==> config.mk <==
export PLATFORM = sky130hd
export DESIGN_NAME = vend_controller
export DESIGN_NICKNAME = d
export VERILOG_FILES = /design/src/rtl/vm_pkg.sv /design/src/rtl/change_picker.sv /design/src/rtl/vend_controller.sv
export SDC_FILE = /design/constraint.sdc
export NUM_CORES = 1
export LEC_CHECK = 0
export CORE_MARGIN = 1
export CORE_UTILIZATION = 58
export DETAILED_ROUTE_END_ITERATION = 10
export PLACE_DENSITY_LB_ADDON = 0.15
export SETUP_SLACK_MARGIN = 0.5
export SLEW_MARGIN = 30
export SYNTH_ARGS = -nofsm -noshare
export SYNTH_HDL_FRONTEND = slang
export SYNTH_HIERARCHICAL = 1
export SYNTH_SLANG_ARGS = --single-unit
export TNS_END_PERCENT = 10
==> constraint.sdc <==
create_clock -name clk -period 9.25 [get_ports clk]
set_input_delay 1.3875 -clock clk [delete_from_list [all_inputs] [get_ports clk]]
set_output_delay 1.3875 -clock clk [all_outputs]
set_load 0.1 [all_outputs]
==> src/rtl/vm_pkg.sv <==
// Shared definitions for the vending machine controller: coin codes, coin values and FSM states.
package vm_pkg;

  localparam int ITEMS     = 9;
  localparam int NUM_COINS = 6;

  typedef enum logic [2:0] {
    NICKEL  = 3'd0,
    DIME    = 3'd1,
    QUARTER = 3'd2,
    FIFTY   = 3'd3,
    DOLLAR  = 3'd4,
    FIVE    = 3'd5
  } coin_t;

  localparam int DENOM_CENTS [NUM_COINS] = '{5, 10, 25, 50, 100, 500};

  typedef enum logic [1:0] {
    IDLE,
    SHOW_PRICE,
    VEND,
    CHANGE
  } state_t;

  // Codes 6 and 7 are unused and carry no value.
  function automatic int denom_cents(input logic [2:0] code);
    if (code > 3'd5) return 0;
    return DENOM_CENTS[code];
  endfunction

endpackage

==> src/rtl/change_picker.sv <==
// Greedy change selection: the largest coin not exceeding the remaining credit.
module change_picker
  import vm_pkg::*;
#(
  parameter int CW = 12
) (
  input  logic [CW-1:0] credit,
  output logic [2:0]    coin,
  output logic [CW-1:0] denom,
  output logic          valid
);

  // Ascending scan so the largest fitting denomination is the one left standing.
  always_comb begin
    coin  = 3'd0;
    denom = '0;
    valid = 1'b0;
    for (int i = 0; i < NUM_COINS; i++) begin
      if (credit >= CW'(DENOM_CENTS[i])) begin
        coin  = 3'(i);
        denom = CW'(DENOM_CENTS[i]);
        valid = 1'b1;
      end
    end
  end

endmodule

==> src/rtl/vend_controller.sv <==
// Vending machine sequencer: coin credit, price display, selection checks, vend strobe and
// one-coin-at-a-time change payout over a valid/ready handshake.
module vend_controller
  import vm_pkg::*;
#(
  parameter int CW         = 12,
  parameter int MAX_CREDIT = 995,
  parameter int PRICE_HOLD = 200
) (
  input  logic              clk,
  input  logic              rst,
  input  logic [5:0]        coin_in,
  input  logic [8:0]        sel_in,
  input  logic              cancel,
  input  logic [9*CW-1:0]   price_flat,
  input  logic [8:0]        in_stock,
  output logic [8:0]        afford,
  output logic [8:0]        oos,
  output logic [CW-1:0]     disp_val,
  output logic              coin_reject,
  output logic              vend,
  output logic [3:0]        vend_sel,
  output logic              chg_valid,
  output logic [2:0]        chg_coin,
  input  logic              chg_ready,
  output logic              busy
);

  localparam int HW = $clog2(PRICE_HOLD + 1);

  state_t          state;
  logic [CW-1:0]   credit;
  logic [CW-1:0]   held_price;
  logic [HW-1:0]   hold_cnt;

  logic [CW-1:0]   price [ITEMS];
  logic            coin_any;
  logic [2:0]      coin_code;
  logic [CW:0]     coin_sum;
  logic            coin_ok;
  logic            sel_any;
  logic [3:0]      sel_idx;
  logic [CW-1:0]   remainder;
  logic [2:0]      pick_coin;
  logic [CW-1:0]   pick_denom;
  logic            pick_valid;

  always_comb begin
    for (int i = 0; i < ITEMS; i++) begin
      price[i]  = price_flat[i*CW +: CW];
      afford[i] = in_stock[i] && (credit >= price[i]);
    end
  end

  // Multi-hot pulses resolve to the lowest set bit, hence the descending scans.
  always_comb begin
    coin_code = 3'd0;
    for (int i = 5; i >= 0; i--) begin
      if (coin_in[i]) coin_code = 3'(i);
    end
    sel_idx = 4'd0;
    for (int i = ITEMS - 1; i >= 0; i--) begin
      if (sel_in[i]) sel_idx = 4'(i);
    end
  end

  assign coin_any  = |coin_in;
  assign sel_any   = |sel_in;
  assign coin_sum  = {1'b0, credit} + (CW+1)'(denom_cents(coin_code));
  assign coin_ok   = coin_sum <= (CW+1)'(MAX_CREDIT);
  assign remainder = credit - price[vend_sel];

  change_picker #(.CW(CW)) u_picker (
    .credit (credit),
    .coin   (pick_coin),
    .denom  (pick_denom),
    .valid  (pick_valid)
  );

  assign oos       = ~in_stock;
  assign busy      = (state == VEND) || (state == CHANGE);
  assign chg_valid = (state == CHANGE) && pick_valid;
  assign chg_coin  = pick_coin;
  assign disp_val  = (state == SHOW_PRICE) ? held_price : credit;

  always_ff @(posedge clk) begin
    if (rst) begin
      state       <= IDLE;
      credit      <= '0;
      held_price  <= '0;
      hold_cnt    <= '0;
      vend        <= 1'b0;
      vend_sel    <= 4'd0;
      coin_reject <= 1'b0;
    end else begin
      vend        <= 1'b0;
      coin_reject <= 1'b0;
      case (state)
        IDLE: begin
          // A coin arriving alongside an accepted cancel/selection is handed back, never swallowed.
          if (cancel && credit != '0) begin
            state       <= CHANGE;
            coin_reject <= coin_any;
          end else if (sel_any && credit == '0) begin
            state       <= SHOW_PRICE;
            held_price  <= price[sel_idx];
            hold_cnt    <= HW'(PRICE_HOLD);
            coin_reject <= coin_any;
          end else if (sel_any && afford[sel_idx]) begin
            state       <= VEND;
            vend        <= 1'b1;
            vend_sel    <= sel_idx;
            coin_reject <= coin_any;
          end else if (coin_any) begin
            if (coin_ok) credit <= coin_sum[CW-1:0];
            else         coin_reject <= 1'b1;
          end
        end

        SHOW_PRICE: begin
          if (sel_any) begin
            held_price  <= price[sel_idx];
            hold_cnt    <= HW'(PRICE_HOLD);
            coin_reject <= coin_any;
          end else if (coin_any) begin
            state <= IDLE;
            if (coin_ok) credit <= coin_sum[CW-1:0];
            else         coin_reject <= 1'b1;
          end else if (hold_cnt <= HW'(1)) begin
            state    <= IDLE;
            hold_cnt <= '0;
          end else begin
            hold_cnt <= hold_cnt - HW'(1);
          end
        end

        VEND: begin
          coin_reject <= coin_any;
          credit      <= remainder;
          state       <= (remainder != '0) ? CHANGE : IDLE;
        end

        CHANGE: begin
          coin_reject <= coin_any;
          // A sub-nickel residue cannot be paid out and is dropped.
          if (!pick_valid) begin
            credit <= '0;
            state  <= IDLE;
          end else if (chg_ready) begin
            credit <= credit - pick_denom;
            if (credit == pick_denom) state <= IDLE;
          end
        end

        default: state <= IDLE;
      endcase
    end
  end

endmodule

## Word level (Yosys, flattened, before mapping)

Memory sizes are Yosys's and may differ from the RTL's.
Cells that the tools add are included.

| storage, ports and cells | value |
|---|---|
| flip-flop bits (word level) | 40 |
| bits in read-only memories | 256 |
| input port bits | 136 |
| logic and storage cells | 167 |
| memories | 1 |

| cells by class | value |
|---|---|
| add/sub/neg operators | 4 |
| order comparisons | 22 |
| eq/ne operators | 15 |
| muxes and demuxes | 83 |
| bitwise gates (word level) | 7 |
| reductions and logical operators | 28 |

Memories:

| name | words | width | rd ports | clocked after memory_dff | wr ports | line | RTL |
|---|---|---|---|---|---|---|---|
| (no name shown) | 8 | 32 | 1 | 0 | 0 | vm_pkg.sv:28 | `return DENOM_CENTS[code];` |

Operator list:

| cell | count |
|---|---|
| 12-bit two-way mux | 16 |
| 12-bit >= comparator | 9 |
| 12-bit binary-select mux with 4-bit select | 2 |
| 12-bit case mux with 4 select lines | 1 |
| 4-bit two-way mux | 10 |
| 8-bit two-way mux | 5 |
| 13-bit two-way mux | 3 |
| 3-bit two-way mux | 9 |
| 2-bit two-way mux | 12 |
| 12-bit case mux with 2 select lines | 1 |
| 12-bit nonzero test | 2 |
| 12-bit subtractor | 2 |
| 1-bit two-way mux | 16 |
| 8-bit case mux with 2 select lines | 1 |
| 12-bit by 13-bit adder with 13-bit output | 1 |
| 13-bit by 10-bit less-or-equal comparator with 1-bit output, second input constant | 1 |
| 1-bit logical AND | 13 |
| 12-bit == test | 1 |
| 12-bit by 3-bit >= comparator with 1-bit output, second input constant | 1 |
| 12-bit by 4-bit >= comparator with 1-bit output, second input constant | 1 |
| 12-bit by 5-bit >= comparator with 1-bit output, second input constant | 1 |
| 12-bit by 6-bit >= comparator with 1-bit output, second input constant | 1 |
| 12-bit by 7-bit >= comparator with 1-bit output, second input constant | 1 |
| 12-bit by 9-bit >= comparator with 1-bit output, second input constant | 1 |
| 33 further kinds | 48 |

## Longest topological paths before layout

Gate-level depths: netlist (run 1).

| depth | value |
|---|---|
| word-level depth | 19 |
| mapped depth | 20 |
| depth with buffers taken out | 18 |

## By module

The synthesis (run 1) kept the hierarchy.

Modules (own cells, without submodules):

| module | instances | cells each | area an instance (µm²) | seq. area each (µm²) |
|---|---|---|---|---|
| vend_controller | 1 | 1038 | 8254.2 | 800.8 |
| change_picker | 1 | 37 | 259.0 | 0.0 |

## Least setup slack after synthesis (run 1)

No wires, ideal clock.

| timing path | value |
|---|---|
| path type | input-to-reg |
| start point | input price_flat[86] |
| end point | register credit[8] |
| arrival | 5.920 ns |
| slack | 3.214 ns |
| stages | 12 |
| path through | inv_1 -> ha_1 -> a211o_1 -> a31oi_1 -> o311a_1 -> a221oi_1 -> o22ai_1 -> nor4_2 -> o211a_1 -> buf_6 -> nor4_1 -> a31o_1 |

| between the ends | value |
|---|---|
| cells in the longest elaborated chain, start to end | 7 |
| elaborated cells between the ends (all ways) | 12 |

RTL lines:

| element | line | RTL |
|---|---|---|
| start: declaration | vend_controller.sv:15 | `input logic [9*CW-1:0] price_flat,` |
| 12-bit >= comparator | vend_controller.sv:51 | `afford[i] = in_stock[i] && (credit >= price[i]);` |
| 1-bit logical AND | vend_controller.sv:51 |  |
| net afford[7] | vend_controller.sv:17 | `output logic [8:0] afford,` |
| 1-bit binary-select mux with 4-bit select | vend_controller.sv:109 | `end else if (sel_any && afford[sel_idx]) begin` |
| 1-bit two-way mux (not written as such) | vend_controller.sv:109 |  |
| 1-bit logical AND | vend_controller.sv:109 |  |
| 2-bit != test (no source line) | - |  |
| 5-bit AND reduction (no source line) | - |  |
| end signal: assignment | vend_controller.sv:115 | `if (coin_ok) credit <= coin_sum[CW-1:0];` |
| end signal: assignment | vend_controller.sv:127 | `if (coin_ok) credit <= coin_sum[CW-1:0];` |
| end signal: assignment | vend_controller.sv:139 | `credit <= remainder;` |
| end: declaration | vend_controller.sv:32 | `logic [CW-1:0] credit;` |

The timed path passes the listed nets, and every way through them passes these cells. The select of a mux whose other input is x is not followed.
A chain may end at the register's enable or synchronous reset.

## Worst setup path in the final report (run 1)

| timing path | value |
|---|---|
| start point | input price_flat[67] |
| end point | output afford[5] |

| between the ends | value |
|---|---|
| cells in the longest elaborated chain, start to end | 2 |

RTL lines:

| element | line |
|---|---|
| 12-bit >= comparator | vend_controller.sv:51 |
| 1-bit logical AND | vend_controller.sv:51 |
| end: declaration | vend_controller.sv:17 |

No other way between the ends.

==> results summary, run 1 <==
The run finished with clean final reports. In this run the remaining antenna-violating nets after routing total 0. The number of endpoints failing setup at the final stage came out at 0.

The synthesized netlist occupies a cell area of 0.008513 mm². The total of warnings raised by yosys is 6. The portion of the post-synthesis area used by sequential elements came out at 0.09406. The post-synthesis to final-layout area growth is 24.87%.

The fmax is 169.8 MHz. The number of antenna violations at the first check in global routing came to 0. The number of optimization iterations in the first detailed-route pass is 6. The number of fill cells came out at 1,063. After floorplanning, the core was sized to cover 0.01410 mm². CTS placed an instance of sky130_fd_sc_hd__clkbuf_16 at the clock tree root. The critical path data arrival time came out at 4500 ps. After clock tree synthesis, the flow added hold-fix buffers numbering 0. The first-pass GRT wire length came out at 45.60 mm.

The cell row count is 43. The largest fanout on the critical path came out at 3. The ratio of final minimum period to clock period came out at 0.6368. The clock transition at the register clock pins on the worst setup and hold paths after CTS is 70 ps. The overall routed net length came out at 29.64 mm.

The I/O pin count came out at 177. The number of CTS-inserted buffers came out at 5. The number of nets at the end of the flow came out at 1,514. The worst slew slack as a fraction of its limit is 0.3023.

The total overflow left after global routing is 0. Of the post-synthesis cell area, the dominant cell type holds 0.2102. The post-cts repair resize count came out at 0. The most used flip-flop cell after synthesis is sky130_fd_sc_hd__dfxtp_1. Across the VDD grid, the largest voltage drop is 0.0007769 V. Entering global routing, the biggest net connects 33 pins. The fraction of layout instances using a drive strength above 1 is 0.09489. The height of the die is 123.2 µm.

The largest total area in the synthesized netlist belongs to sky130_fd_sc_hd__ha_1. The number of cells on the worst reg-to-reg path is 16. The critical path data required time is 7860 ps.

The number of pins exceeding their max-slew limit in the final report came out at 0. The via count of the first global-routing pass came out at 8,766. The repair_antennas step left the layout with diodes totalling 0. Setup repair after global routing left no endpoint under its margin. The worst setup path is of the input pin to primary output kind.

The floorplan step defined a die boundary enclosing 0.01517 mm². After layout, the design draws a total of 2.882 mW. The setup TNS after final layout is 0 ps.

The number of port buffers is 176. The final number of hold-violating endpoints came out at 0. The ratio of routed vias to standard cells came out at 6.626. The hold-critical path depth is 2. The number of placed instances, taps included, is 1,405. The share of async-settable or async-resettable flops after synthesis is 0. The worst setup path is launched from an input pin. The HPWL reported at the end of detailed placement came out at 23.00 mm. The final critical delay including setup and external delays came out at 5891 ps. The synthesized design contains 40 register bits. The final hold slack came out at 501.9 ps.

The design area came out at 0.01063 mm². Ranked by total cell area, the synthesized netlist is headed by sky130_fd_sc_hd__ha_1, sky130_fd_sc_hd__mux4_2, sky130_fd_sc_hd__dfxtp_1. The clock latency reported for the late side of the worst-skew pair came out at 290 ps.

The area of combinational cells with multiple inputs is 0.007012 mm². The clock sink total is 40. After layout, the worst setup slack is 3359 ps. The post-layout utilization of the core came out at 0.7541. STA classifies the critical path endpoint as a primary output. The starting DRC count in detailed routing came out at 997. At the end of routability-driven placement, the weighted congestion stood at 0.9269. The slew at the pin with the worst max-slew slack came out at 1043 ps.

Counting along the longest clock path gives a buffer depth of 2. The routed layout has 9,362 vias. The type of the worst min-delay path is flop to flop. The number of enable flip-flop cells after synthesis is 0. The average instance in the mapped netlist occupies 7.919 µm². The count of maximum capacitance violations is 0. After synthesis, the netlist uses 86 different library cells. The pre-CTS setup slack is 3399 ps. The count of mapped cells out of synthesis is 1,075.

After detailed routing, the average wire length per cell comes to 20.97 µm. Counting instances in the post-synthesis netlist gives the leading cell types as sky130_fd_sc_hd__inv_1, sky130_fd_sc_hd__ha_1, sky130_fd_sc_hd__nor2_1. For the final database, setup skew stands at 4.645 ps.

The power density over cell area is 271.1 mW/mm². The leakage power is 4.910 nW. The CTS tree is built. In the routed design, unresolved DRC markers number 0. The all-layer global routing usage came out at 0.3960.

The number of cells in the finished layout apart from fillers is 1,413. For this configuration, the core starts out at a cell density of 0.6039. The placed instances occupy a cell area of 0.01046 mm². The H-tree was split into 2 levels. The register cell area after layout is 803.3 µm².

The post-CTS setup buffer count is 0. In the post-synthesis netlist, the cell with the most instances is sky130_fd_sc_hd__inv_1. The chip width is 123.2 µm.
## final timing paths
kind                       start        endpoint  slack, ps
setup / recovery  price_flat[67]       afford[5]       3360
hold / removal    held_price[10]  held_price[10]        500
setup reg to reg     vend_sel[0]      credit[10]       4640
hold reg to reg   held_price[10]  held_price[10]        500
## logic make-up after synthesis
| family | count (synthesis) | synth area share |
|---|---|---|
| and+or+nand+nor | 333 | 0.1980 |
| AOI/OAI and AO/OA | 261 | 0.2122 |
| buffers and inverters | 188 | 0.08745 |
| adders and majority gates | 146 | 0.2172 |
| muxes | 75 | 0.1587 |
| DFF | 40 | 0.09406 |
| xor gates and xnor gates | 31 | 0.03189 |
| other | 1 | 0.0004405 |
## flip-flops by register name (all words and copies together), names as in the netlist
register	flops
coin_reject	1
held_price	12
vend_sel	4
hold_cnt	8
state	2
credit	12
vend	1
## worst max-delay path: stages
cell and delay (ps):
sky130_fd_sc_hd__clkdlybuf4s50_1 500, sky130_fd_sc_hd__inv_1 60, sky130_fd_sc_hd__ha_1 290, sky130_fd_sc_hd__and2_1 160, sky130_fd_sc_hd__o2111ai_1 120, sky130_fd_sc_hd__o21ai_0 450, sky130_fd_sc_hd__nand2b_1 100, sky130_fd_sc_hd__a21oi_1 240
sky130_fd_sc_hd__clkdlybuf4s50_1 1180
## per-layer routing
| layer | track usage | share of wire |
|---|---|---|
| met4 | 0.1958 | 0.055 |
| met1 | 0.5204 | 0.40 |
| met5 | 0 | 0 |
| met2 | 0.6100 | 0.42 |
| met3 | 0.08902 | 0.13 |
## where the power goes
part	switching (mW)	internal (mW)
Sequential	0.0651	0.232
Clock	0.0805	0.128
Combinational	1.50	0.871
Total	1.65	1.23
## layout make-up
type	instances	area share
flip-flops and latches	40	0.07556
clock inverters	3	0.004355
repair buffers	191	0.1763
well taps	180	0.02119
clock buffers	5	0.01177
multi-input cells	849	0.6596
inverters	145	0.05120
## layout by cell type (no fill, tap or decap), drive strengths merged, types with 15 or more instances in the layout
master	instances
nand3	20
inv	146
nor3	23
o21ai	55
buf	15
clkdlybuf4s50	176
mux4	48
a21oi	64
nand2	97
xnor2	23
mux2i	27
ha	143
nor2	99
nand2b	18
a21o	17
a31oi	20
dfxtp	40
(Power assumes the default switching activity.)
==> run 2, diff against run 1 <==
- CORE_UTILIZATION: 58 -> 54
- clock period: 9.25 -> 5.5 ns (I/O delays scaled with it)
==> run 2 against run 1 <==
Net effect: critical path type is now input pin to flop; critical endpoint is now credit[0]; worst hold slack gained 1.2 ps; non-clock buffer count up 7; first-iteration DRC count is 1.4% higher; count of clock-buffer cells in the layout did not move; combinational power up 68%; register-to-register slack worse by 3500 ps; via count is 0.89% lower; die area rose by 7.3%; sequential power rose by 67%; cell count rose by 2.7%; largest power group unchanged.
==> results summary, run 2 (synthesis results as in run 1) <==
The flow ran to the end, and the final reports show no timing, DRC or antenna violations. The power density over cell area is 452.3 mW/mm². Max-cap violations in this run came to 0. The number of buffers and inverters on the critical path is 1.

The final number of hold-violating endpoints is 0. The all-layer global routing usage is 0.3710. The fraction of layout instances using a drive strength above 1 came out at 0.1089. The setup path with the least slack is of type input pin to flop. The number of optimization iterations in the first detailed-route pass came out at 5. The global routing usage on met3 is 0.07454. The first-pass GRT wire length came out at 46.54 mm. The number of nets at the end of the flow is 1,521. The peak ir drop on the vdd network is 0.0004613 V. The die covers 0.01627 mm². The number of antenna violations at the first check in global routing came out at 0.

For this run, the top clock speed supported by timing is 215.1 MHz. The overall via count from detail_route came out at 9,279. CTS built an H-tree with a depth of 2.

The wire length per cell after detailed routing came out at 20.59 µm. The type of the worst min-delay path is flop to flop. The number of endpoints failing setup at the final stage is 0.

Using the TritonRoute via totals, the vias-per-cell ratio works out to 6.395. The largest single stage delay on the critical path is 480 ps. TritonCTS built the clock tree. The largest buffer count on any clock path is 2. The element type at the critical path start is an input pin. The number of CTS-inserted buffers is 5.

The worst setup path is captured at a flop. The core area came out at 0.01531 mm². Buffers inserted to repair hold after CTS numbered 0.

Grouping stages by cell kind, the critical path spends the most delay in compound AO/OA/AOI/OAI gates. Among the stages of the critical path, the cell type that occurs most often is sky130_fd_sc_hd__nor2_1. In the routed design, unresolved DRC markers number 0. The clock arrives with 6.012 ps of skew. The number of nets with antenna violations after detailed routing came out at 0.

The critical path goes through clkdlybuf4s50_1 -> a21oi_1 -> nor2_1 -> nor2_1 -> or2_2 -> ha_1 -> or2_2 -> ha_1 -> a211oi_1 -> nor2_1 -> xnor2_1 -> a311oi_1 -> o2111ai_1 -> a22oi_1 -> o21a_1 -> nor3_1 -> o21a_1. The cell sitting at the root of the clock tree is a sky130_fd_sc_hd__clkbuf_16. Row generation in the floorplan step produced 45 rows. The critical path data required time came out at 5670 ps. Counting the fill cells in the layout gives 1,290. The maximum number of pins on one net before global-route repair came out at 33. The post-layout utilization of the core came out at 0.6982. The initial standard-cell utilization of the core came out at 0.5559. The post-CTS setup buffer count is 0. The clock transition at the register clock pins on the worst setup and hold paths after CTS is 60 ps. The largest registers in the layout are credit: 12 flops, held_price: 12 flops, hold_cnt: 8 flops.

The clock sink total is 40. The number of pins exceeding their max-slew limit in the final report is 0. Setup repair after global routing left no endpoint under its margin. The clock reaches the later pin of the worst-skew pair after 290 ps. The chip width came out at 127.6 µm. The launch point of the worst hold path is held_price[7]. The starting DRC count in detailed routing came out at 1,011. The setup TNS after final layout came out at 0 ps. The worst slew slack as a fraction of its limit came out at 0.3415. The library cells used most frequently in the layout, excluding fill and tap cells, are sky130_fd_sc_hd__clkdlybuf4s50_1, sky130_fd_sc_hd__inv_1, sky130_fd_sc_hd__ha_1.

The library cell used most frequently in the layout, excluding fill and tap cells, is sky130_fd_sc_hd__clkdlybuf4s50_1. The slowest library cell on the worst path is sky130_fd_sc_hd__clkdlybuf4s50_1. The global route total overflow came out at 0. The number of port buffers came out at 176. The count of antenna diodes in the layout is 0. After detailed routing, the total wire length is 29.88 mm. The leakage power came out at 4.962 nW. For this run, global-route usage on met1 was measured as 0.5001.

The height of the die is 127.6 µm. The via count of the first global-routing pass came out at 8,755. The I/O pin count came out at 177. The critical path starts at coin_in[5]. In the global route stage, met2 resource usage came out at 0.5828. The clock period could shrink to 4649 ps. The post-synthesis to final-layout area growth came out at 25.60%. The ratio of final minimum period to clock period is 0.8453. The post-cts repair resize count is 0.

STA puts the critical path data arrival time at 4820 ps. The startpoint identified for the worst register-to-register timing path is vend_sel[0]. Summed over all nets, the half-perimeter wirelength after detailed placement is 23.87 mm.

The slew at the pin with the worst max-slew slack came out at 984.6 ps. The global routing stage identified its most utilized layer as met2. The largest fanout on the critical path is 10. The global placement routability congestion is 1.031.
==> run 2: through the flow <==
stage	cell area, µm²	instances	power (mW)	hold slack [ps]	setup WS, ps
detailed placement	10520	1443	4.391	482.8	651.6
global route	10690	1451	5.153	512.6	623.8
global placement	10520	1443	4.327	474.1	722.4
finish	10690	1451	4.836	503.1	851.1
CTS	10690	1451	4.744	500.9	900.4
floorplan	8532	1077	3.407	460.2	448.8
==> run 2: worst register-to-register path: stages (launching register included) <==
cell	delay, ps
sky130_fd_sc_hd__dfxtp_2	580
sky130_fd_sc_hd__buf_4	430
sky130_fd_sc_hd__mux4_2	620
sky130_fd_sc_hd__mux2i_1	220
sky130_fd_sc_hd__nor2_1	60
sky130_fd_sc_hd__a21oi_1	130
sky130_fd_sc_hd__ha_1	290
sky130_fd_sc_hd__o21a_1	120
sky130_fd_sc_hd__o31a_1	120
sky130_fd_sc_hd__or4_1	450
sky130_fd_sc_hd__a311o_1	320
sky130_fd_sc_hd__xor2_1	170
sky130_fd_sc_hd__nor4b_1	330
sky130_fd_sc_hd__a31oi_1	180
sky130_fd_sc_hd__o211a_1	260
==> run 2: where the power goes <==
group / internal [mW] / switching, mW / total (mW)
Clock: 0.213 / 0.128 / 0.341
Combinational: 1.47 / 2.52 / 4.00
Sequential: 0.391 / 0.105 / 0.496
Total: 2.08 / 2.76 / 4.84
==> run 2: final timing paths <==
path | end | slack [ps] | cells past startpoint
max | credit[0] | 850 | 17
min | held_price[7] | 500 | 2
max reg2reg | state[1] | 1130 | 14
min reg2reg | held_price[7] | 500 | 2
==> run 2: area by class of cell <==
cell class	instances	area, µm²	area share
Timing Repair Buffer	198	1907	0.1783
Sequential cell	40	804.5	0.07524
Multi-Input combinational cell	849	7005	0.6552
Clock inverter	3	42.54	0.003978
Tap cell	211	264.0	0.02469
Clock buffer	5	125.1	0.01170
Inverter	145	544.3	0.05090
==> run 2: routing by layer <==
metal	vias up	routed length [µm]
li1	4256	-
met2	575	13060
met5	-	0
met3	93	3360
met4	0	1094
met1	4355	12370
